===== src/rtl/pp_result_drain_if.sv =====
// rtl/pp_result_drain_if.sv - row input / element output stream bundle for pp_result_drain
// Purpose: groups the fill-side row stream, the drain-side element stream and the
//          sticky length-error flag of pp_result_drain.
// Signals: in_valid/in_ready/in_data/in_last  row stream from the matmul array
//          out_valid/out_ready/out_data/out_last element stream to the consumer
//          len_err                              sticky overlong-tile flag
// Modports: slave = drain block side, master = producer/consumer side.
interface pp_result_drain_if #(
  parameter int WIDTH = 16,
  parameter int LANES = 4
);
  logic                     in_valid;
  logic                     in_ready;
  logic [LANES*WIDTH-1:0]   in_data;
  logic                     in_last;
  logic                     out_valid;
  logic                     out_ready;
  logic [WIDTH-1:0]         out_data;
  logic                     out_last;
  logic                     len_err;

  modport slave (
    input  in_valid, in_data, in_last, out_ready,
    output in_ready, out_valid, out_data, out_last, len_err
  );

  modport master (
    output in_valid, in_data, in_last, out_ready,
    input  in_ready, out_valid, out_data, out_last, len_err
  );
endinterface


===== src/rtl/pp_result_drain.sv =====
// rtl/pp_result_drain.sv - ping-pong result tile capture and per-element serialiser
// Purpose: captures result rows from the systolic array into two alternating banks
//          and drains each finished tile one element per beat, row-major, lane 0 first.
// Ports:   clk, rst (synchronous, active-high)
//          bus (pp_result_drain_if.slave): in_* row stream, out_* element stream, len_err
//          tiles_drained[15:0] (only when PP_DRAIN_STATS_EN is defined)
// Option:  PP_DRAIN_STATS_EN adds a wrapping count of completed output tiles.
module pp_result_drain #(
  parameter int WIDTH     = 16,
  parameter int LANES     = 4,
  parameter int TILE_ROWS = 8
) (
  input  logic                clk,
  input  logic                rst,
  pp_result_drain_if.slave    bus
`ifdef PP_DRAIN_STATS_EN
  ,
  output logic [15:0]         tiles_drained
`endif
);

  localparam int RW = (TILE_ROWS > 1) ? $clog2(TILE_ROWS) : 1;
  localparam int LW = $clog2(TILE_ROWS + 1);
  localparam int NW = (LANES > 1) ? $clog2(LANES) : 1;

  typedef enum logic {IDLE, DRAIN} state_t;

  state_t                 state, state_next;
  logic [LANES*WIDTH-1:0] mem [2][TILE_ROWS];
  logic [1:0]             full;
  logic [LW-1:0]          len [2];
  logic                   fill_sel, drain_sel;
  logic [RW-1:0]          wr_row, rd_row;
  logic [NW-1:0]          rd_lane;
  logic                   len_err_q;

  logic                   in_fire, row_limit, close;
  logic                   out_fire, release_bank, at_last;
  logic                   out_valid_c, out_last_c;
  logic [WIDTH-1:0]       out_data_c, elem;
  logic [LANES*WIDTH-1:0] rd_word;

  // ---------------- fill side ----------------
  assign bus.in_ready = !full[fill_sel];
  assign in_fire      = bus.in_valid && !full[fill_sel];
  assign row_limit    = (wr_row == RW'(TILE_ROWS - 1));
  // A tile closes on its last row, or forcibly when the bank runs out of rows.
  assign close        = in_fire && (bus.in_last || row_limit);
  assign bus.len_err  = len_err_q;

  always_ff @(posedge clk) begin
    if (in_fire) mem[fill_sel][wr_row] <= bus.in_data;
  end

  always_ff @(posedge clk) begin
    if (rst) begin
      fill_sel  <= 1'b0;
      wr_row    <= '0;
      len_err_q <= 1'b0;
      len[0]    <= '0;
      len[1]    <= '0;
    end else if (in_fire) begin
      if (close) begin
        wr_row        <= '0;
        fill_sel      <= ~fill_sel;
        len[fill_sel] <= LW'(wr_row) + LW'(1);
        if (!bus.in_last) len_err_q <= 1'b1;
      end else begin
        wr_row <= wr_row + RW'(1);
      end
    end
  end

  // Fill only ever closes an empty bank and drain only releases a full one,
  // so the two updates never target the same bit.
  always_ff @(posedge clk) begin
    if (rst) begin
      full <= 2'b00;
    end else begin
      if (close)        full[fill_sel]  <= 1'b1;
      if (release_bank) full[drain_sel] <= 1'b0;
    end
  end

  // ---------------- drain side ----------------
  assign rd_word = mem[drain_sel][rd_row];

  always_comb begin
    elem = '0;
    for (int j = 0; j < LANES; j++) begin
      if (rd_lane == NW'(j)) elem = rd_word[j*WIDTH +: WIDTH];
    end
  end

  assign at_last = (LW'(rd_row) == len[drain_sel] - LW'(1)) &&
                   (rd_lane == NW'(LANES - 1));

  always_ff @(posedge clk) begin
    if (rst) state <= IDLE;
    else     state <= state_next;
  end

  always_comb begin
    state_next   = state;
    out_valid_c  = 1'b0;
    out_last_c   = 1'b0;
    out_data_c   = '0;
    out_fire     = 1'b0;
    release_bank = 1'b0;
    case (state)
      IDLE: begin
        if (full[drain_sel]) state_next = DRAIN;
      end
      DRAIN: begin
        out_valid_c = 1'b1;
        out_data_c  = elem;
        out_last_c  = at_last;
        out_fire    = bus.out_ready;
        if (bus.out_ready && at_last) begin
          release_bank = 1'b1;
          state_next   = IDLE;
        end
      end
      default: state_next = IDLE;
    endcase
  end

  assign bus.out_valid = out_valid_c;
  assign bus.out_last  = out_last_c;
  assign bus.out_data  = out_data_c;

  always_ff @(posedge clk) begin
    if (rst) begin
      rd_row    <= '0;
      rd_lane   <= '0;
      drain_sel <= 1'b0;
    end else begin
      if (state == IDLE) begin
        rd_row  <= '0;
        rd_lane <= '0;
      end else if (out_fire) begin
        if (rd_lane == NW'(LANES - 1)) begin
          rd_lane <= '0;
          rd_row  <= rd_row + RW'(1);
        end else begin
          rd_lane <= rd_lane + NW'(1);
        end
      end
      if (release_bank) drain_sel <= ~drain_sel;
    end
  end

`ifdef PP_DRAIN_STATS_EN
  always_ff @(posedge clk) begin
    if (rst)               tiles_drained <= 16'd0;
    else if (release_bank) tiles_drained <= tiles_drained + 16'd1;
  end
`endif

endmodule

===== src/flat_wrapper.sv =====
// flat-port wrapper written by rule: the top's interface ports become plain ports
module pp_result_drain_flat 
#(
  parameter int WIDTH     = 16,
  parameter int LANES     = 4,
  parameter int TILE_ROWS = 8
)
  (clk, rst, bus_in_valid, bus_in_data, bus_in_last, bus_out_ready, bus_in_ready, bus_out_valid, bus_out_data, bus_out_last, bus_len_err);
  pp_result_drain_if #(.WIDTH(WIDTH), .LANES(LANES)) bus_i ();
  input  logic clk;
  input  logic rst;
  input wire logic [$bits(bus_i.in_valid)-1:0] bus_in_valid;
  input wire logic [$bits(bus_i.in_data)-1:0] bus_in_data;
  input wire logic [$bits(bus_i.in_last)-1:0] bus_in_last;
  input wire logic [$bits(bus_i.out_ready)-1:0] bus_out_ready;
  output wire logic [$bits(bus_i.in_ready)-1:0] bus_in_ready;
  output wire logic [$bits(bus_i.out_valid)-1:0] bus_out_valid;
  output wire logic [$bits(bus_i.out_data)-1:0] bus_out_data;
  output wire logic [$bits(bus_i.out_last)-1:0] bus_out_last;
  output wire logic [$bits(bus_i.len_err)-1:0] bus_len_err;
  assign bus_i.in_valid = bus_in_valid;
  assign bus_i.in_data = bus_in_data;
  assign bus_i.in_last = bus_in_last;
  assign bus_i.out_ready = bus_out_ready;
  assign bus_in_ready = bus_i.in_ready;
  assign bus_out_valid = bus_i.out_valid;
  assign bus_out_data = bus_i.out_data;
  assign bus_out_last = bus_i.out_last;
  assign bus_len_err = bus_i.len_err;
  pp_result_drain #(.WIDTH(WIDTH), .LANES(LANES), .TILE_ROWS(TILE_ROWS)) u_core (.clk(clk), .rst(rst), .bus(bus_i));
endmodule

===== config.mk =====
export PLATFORM = sky130hd
export DESIGN_NAME = pp_result_drain_flat
export DESIGN_NICKNAME = d
export VERILOG_FILES = /design/src/rtl/pp_result_drain_if.sv /design/src/rtl/pp_result_drain.sv /design/src/flat_wrapper.sv
export SDC_FILE = /design/constraint.sdc
export NUM_CORES = 1
export LEC_CHECK = 0
export CAP_MARGIN = 40
export CORE_MARGIN = 2
export CORE_UTILIZATION = 51
export CTS_CLUSTER_DIAMETER = 30
export DETAILED_ROUTE_END_ITERATION = 16
export PLACE_DENSITY_LB_ADDON = 0.3
export SLEW_MARGIN = 20
export SYNTH_ARGS = -nofsm -noshare
export SYNTH_HDL_FRONTEND = slang
export SYNTH_SLANG_ARGS = --single-unit

===== constraint.sdc =====
create_clock -name clk -period 9.9 [get_ports clk]
set_input_delay 0.99 -clock clk [delete_from_list [all_inputs] [get_ports clk]]
set_output_delay 0.99 -clock clk [all_outputs]
set_load 0.03 [all_outputs]

==> flow_summary.json <==
{
  "run_status": "completed",
  "clkSinkCount": 1047,
  "maximum_clock_skew_at_final_layout_ns": 0.0248,
  "syn2layout_area_growth_pct": 20.7,
  "worst-endpoint-arrival_ns": 4.73,
  "fmax_mhz": 175,
  "timing.final.setup_violations": 0,
  "fp.dieW_um": 284,
  "hold_viol_final": 0,
  "critical_path.cell_chain": "buf_4 -> nor2b_4 -> buf_4 -> a22oi_1 -> a21oi_1 -> a21oi_1 -> o21ai_0 -> clkdlybuf4s50_1",
  "placed_cells_incl_taps": 2856,
  "post_layout_nonfiller_instances": 3172,
  "timing.critical_path.slowest_cell_delay_ns": 0.82,
  "ioPinCount": 89,
  "number_of_setup_buffers_added_after_cts": 0,
  "yosys_register_bits": 1047,
  "htreeDepth": 4,
  "holdCritStartpoint": "u_core.bus.len_err",
  "critical-path-slowest-cell": "sky130_fd_sc_hd__clkdlybuf4s50_1",
  "clk_latency_ns": 0.74,
  "routed_length_per_placed_instance_um": 30.1,
  "num_vias": 19675,
  "postSynthNetCount": 1843,
  "nets": 2064,
  "fillerInstances": 5172,
  "post-route-period-util_pct": 57.8,
  "layout_common_cells": "sky130_fd_sc_hd__edfxtp_1, sky130_fd_sc_hd__mux4_2, sky130_fd_sc_hd__clkbuf_16",
  "yosys.area.top_type_share_pct": 77.7,
  "port_buffer_count": 88,
  "wl_um": 95400,
  "layout.area.seq_um2": 31300,
  "relSlewSlack_pct": 41.5,
  "die-height_um": 284,
  "cts_resized": 0,
  "ys_warn_count": 0,
  "cts_bufs_inserted": 168,
  "post_synth_inst_count": 1766,
  "timing_worst_slew_pin_value_ns": 0.877,
  "synth-seq-area-share_pct": 78.4,
  "placement.cell_area_um2": 42500,
  "maximum_net_fanout_on_the_critical_path": 37,
  "floorplan.initialDensity_pct": 51.5,
  "gr-usage-all-layers_pct": 24.0,
  "gr-total-overflow": 0,
  "postSynthAreaPerCell_um2": 22.6,
  "power_leakage_nw": 14.9,
  "fin_ws_ns": 4.18,
  "peakVddDrop_mv": 0.158,
  "clk_transition_reported_paths_ns": 0.05,
  "cts_tree": "yes",
  "top_cells_by_area_in_the_synthesized_netlist": "sky130_fd_sc_hd__edfxtp_1, sky130_fd_sc_hd__mux4_2, sky130_fd_sc_hd__a22oi_1",
  "grt_first_pass_wirelength_um": 139000,
  "setup_tns_ns": 0,
  "fp.dieArea_um2": 80500,
  "worstReg2RegStart": "u_core.fill_sel",
  "first_global_vias": 20766,
  "unrepaired_setup_endpoints_after_global_routing": "false",
  "drt_drc_violations_left": 0,
  "max_cap_violations": 0,
  "leading_cell_type_in_the_layout_fill_and_taps_excluded": "sky130_fd_sc_hd__edfxtp_1",
  "setup.worst_path.end_class": "primary output",
  "cts_hold_buffers": 0,
  "final_layout_size_suffix_gt1_share_pct": 29.1,
  "preCtsSetupSlack_ns": 4.94,
  "crit_path_start_kind": "flip-flop",
  "syn_area_um2": 39900,
  "grt_max_degree": 97,
  "multi_input_area_um2": 8300,
  "gp_congestion": 0.767,
  "worst_setup_path_startpoint": "u_core.rd_row[1]",
  "placementRows": 102,
  "ctsLongestPathBuffers": 3,
  "detailedRoute.firstIterationViolations": 2258,
  "final_util_pct": 62.1,
  "antenna_violating_nets_post_route": 0,
  "timing_worst_setup_path_type": "flip-flop to primary output",
  "coreArea_um2": 77500,
  "layout.cell_area.non_filler_um2": 48100,
  "drt_first_pass_iters": 6,
  "route.detailed.vias_per_inst": 6.20,
  "clk_root_buffer_cell": "sky130_fd_sc_hd__clkbuf_16",
  "antenna_found_initial": 10,
  "slew_violations": 0,
  "pwr_density_cell_nw_per_um2": 225,
  "timing.final.crit_period_ns": 5.72,
  "critPathRequiredTime_ns": 8.91,
  "post_synth_num_cell_types": 36,
  "total_chip_power_mw": 10.9,
  "hpwl_um": 50200,
  "synth_top_area_cell": "sky130_fd_sc_hd__edfxtp_1",
  "final.hold.worst_slack_ns": 0.476,
  "worst_hold_path_type": "flip-flop to flip-flop"
}
[flip-flops by register name (all words and copies together) (netlist names), named ones only]
name	flops
u_core.rd_lane	2
u_core.len	8
u_core.rd_row	3
u_core.fill_sel	1
u_core.state	1
u_core.mem	1024
u_core.drain_sel	1
u_core.wr_row	3
u_core.full	2
u_core.bus.len_err	1
[worst max-delay path: cells and delay by family (launching register included)]
kind / cells / cell delay, ns
flops: 1 / 0.78
buf+inv: 3 / 2.04
compound gates: 4 / 0.84
simple gates: 1 / 0.26
[cells in the mapped netlist]
library cell / number
sky130_fd_sc_hd__a211oi_1: 3
sky130_fd_sc_hd__a21o_1: 2
sky130_fd_sc_hd__a21oi_1: 37
sky130_fd_sc_hd__a22oi_1: 80
sky130_fd_sc_hd__a41oi_2: 1
sky130_fd_sc_hd__and2_1: 4
sky130_fd_sc_hd__and3_1: 3
sky130_fd_sc_hd__and3b_1: 2
sky130_fd_sc_hd__buf_1: 6
sky130_fd_sc_hd__buf_2: 36
sky130_fd_sc_hd__buf_4: 6
sky130_fd_sc_hd__clkbuf_1: 49
sky130_fd_sc_hd__dfxtp_1: 15
sky130_fd_sc_hd__edfxtp_1: 1032
sky130_fd_sc_hd__ha_1: 8
sky130_fd_sc_hd__inv_1: 3
sky130_fd_sc_hd__mux2_1: 2
sky130_fd_sc_hd__mux2_2: 1
sky130_fd_sc_hd__mux2i_1: 54
sky130_fd_sc_hd__mux4_2: 256
sky130_fd_sc_hd__nand2_1: 25
sky130_fd_sc_hd__nand2b_1: 5
sky130_fd_sc_hd__nand3_1: 8
sky130_fd_sc_hd__nand3b_1: 3
sky130_fd_sc_hd__nor2_1: 52
sky130_fd_sc_hd__nor2b_1: 4
sky130_fd_sc_hd__nor3_1: 4
sky130_fd_sc_hd__nor3b_1: 1
sky130_fd_sc_hd__nor4_1: 5
sky130_fd_sc_hd__o21ai_0: 32
sky130_fd_sc_hd__o22ai_1: 16
sky130_fd_sc_hd__or2_2: 2
sky130_fd_sc_hd__or3_1: 2
sky130_fd_sc_hd__or3b_1: 1
sky130_fd_sc_hd__xnor2_1: 2
sky130_fd_sc_hd__xor2_1: 4
[cell type report]
type                            count  area share, %
Sequential cell                  1047           65.0
Timing Repair Buffer              148           3.35
Clock buffer                      187           8.97
Antenna cell                        2         0.0104
Inverter                            3         0.0234
Multi-Input combinational cell    619           17.2
Tap cell                         1040           2.70
Clock inverter                    126           2.68
[where the power goes]
| group | internal (mW) | switching (mW) | leakage [nW] |
|---|---|---|---|
| clock network | 3.51 | 2.13 | 2.69 |
| registers | 4.93 | 0.0155 | 9.45 |
| logic | 0.0833 | 0.178 | 2.73 |
[cell families (layout without fill, tap and decap cells)]
| group | after synthesis | after routing | synth area share, % |
|---|---|---|---|
| AND/OR/NAND/NOR | 121 | 121 | 1.41 |
| buffers and inverters | 100 | 464 | 1.11 |
| XOR/XNOR | 6 | 6 | 0.132 |
| multiplexers | 313 | 313 | 15.9 |
| adder cells (fa/ha/maj) | 8 | 8 | 0.251 |
| flip-flops | 1047 | 1047 | 78.4 |
| AO/OA/AOI/OAI | 171 | 171 | 2.76 |
| other | 0 | 2 | 0 |
[routing by layer]
| layer | vias up | GRT usage, % | wire length (um) |
|---|---|---|---|
| met5 | - | 0 | 99 |
| met4 | 16 | 7.65 | 2130 |
| met3 | 158 | 7.12 | 8990 |
| met2 | 1013 | 38.3 | 47000 |
| met1 | 10467 | 32.1 | 37300 |
| li1 | 8021 | - | - |
[path summary, 6_finish.rpt]
check                        to  slack (ns)  cells past startpoint
min reg2reg  u_core.bus.len_err        0.48                      2
max reg2reg   u_core.mem[0][76]        6.29                      7
min          u_core.bus.len_err        0.48                      2
max             bus_out_data[2]        4.18                      8
Power figures use the tool's default switching activity.
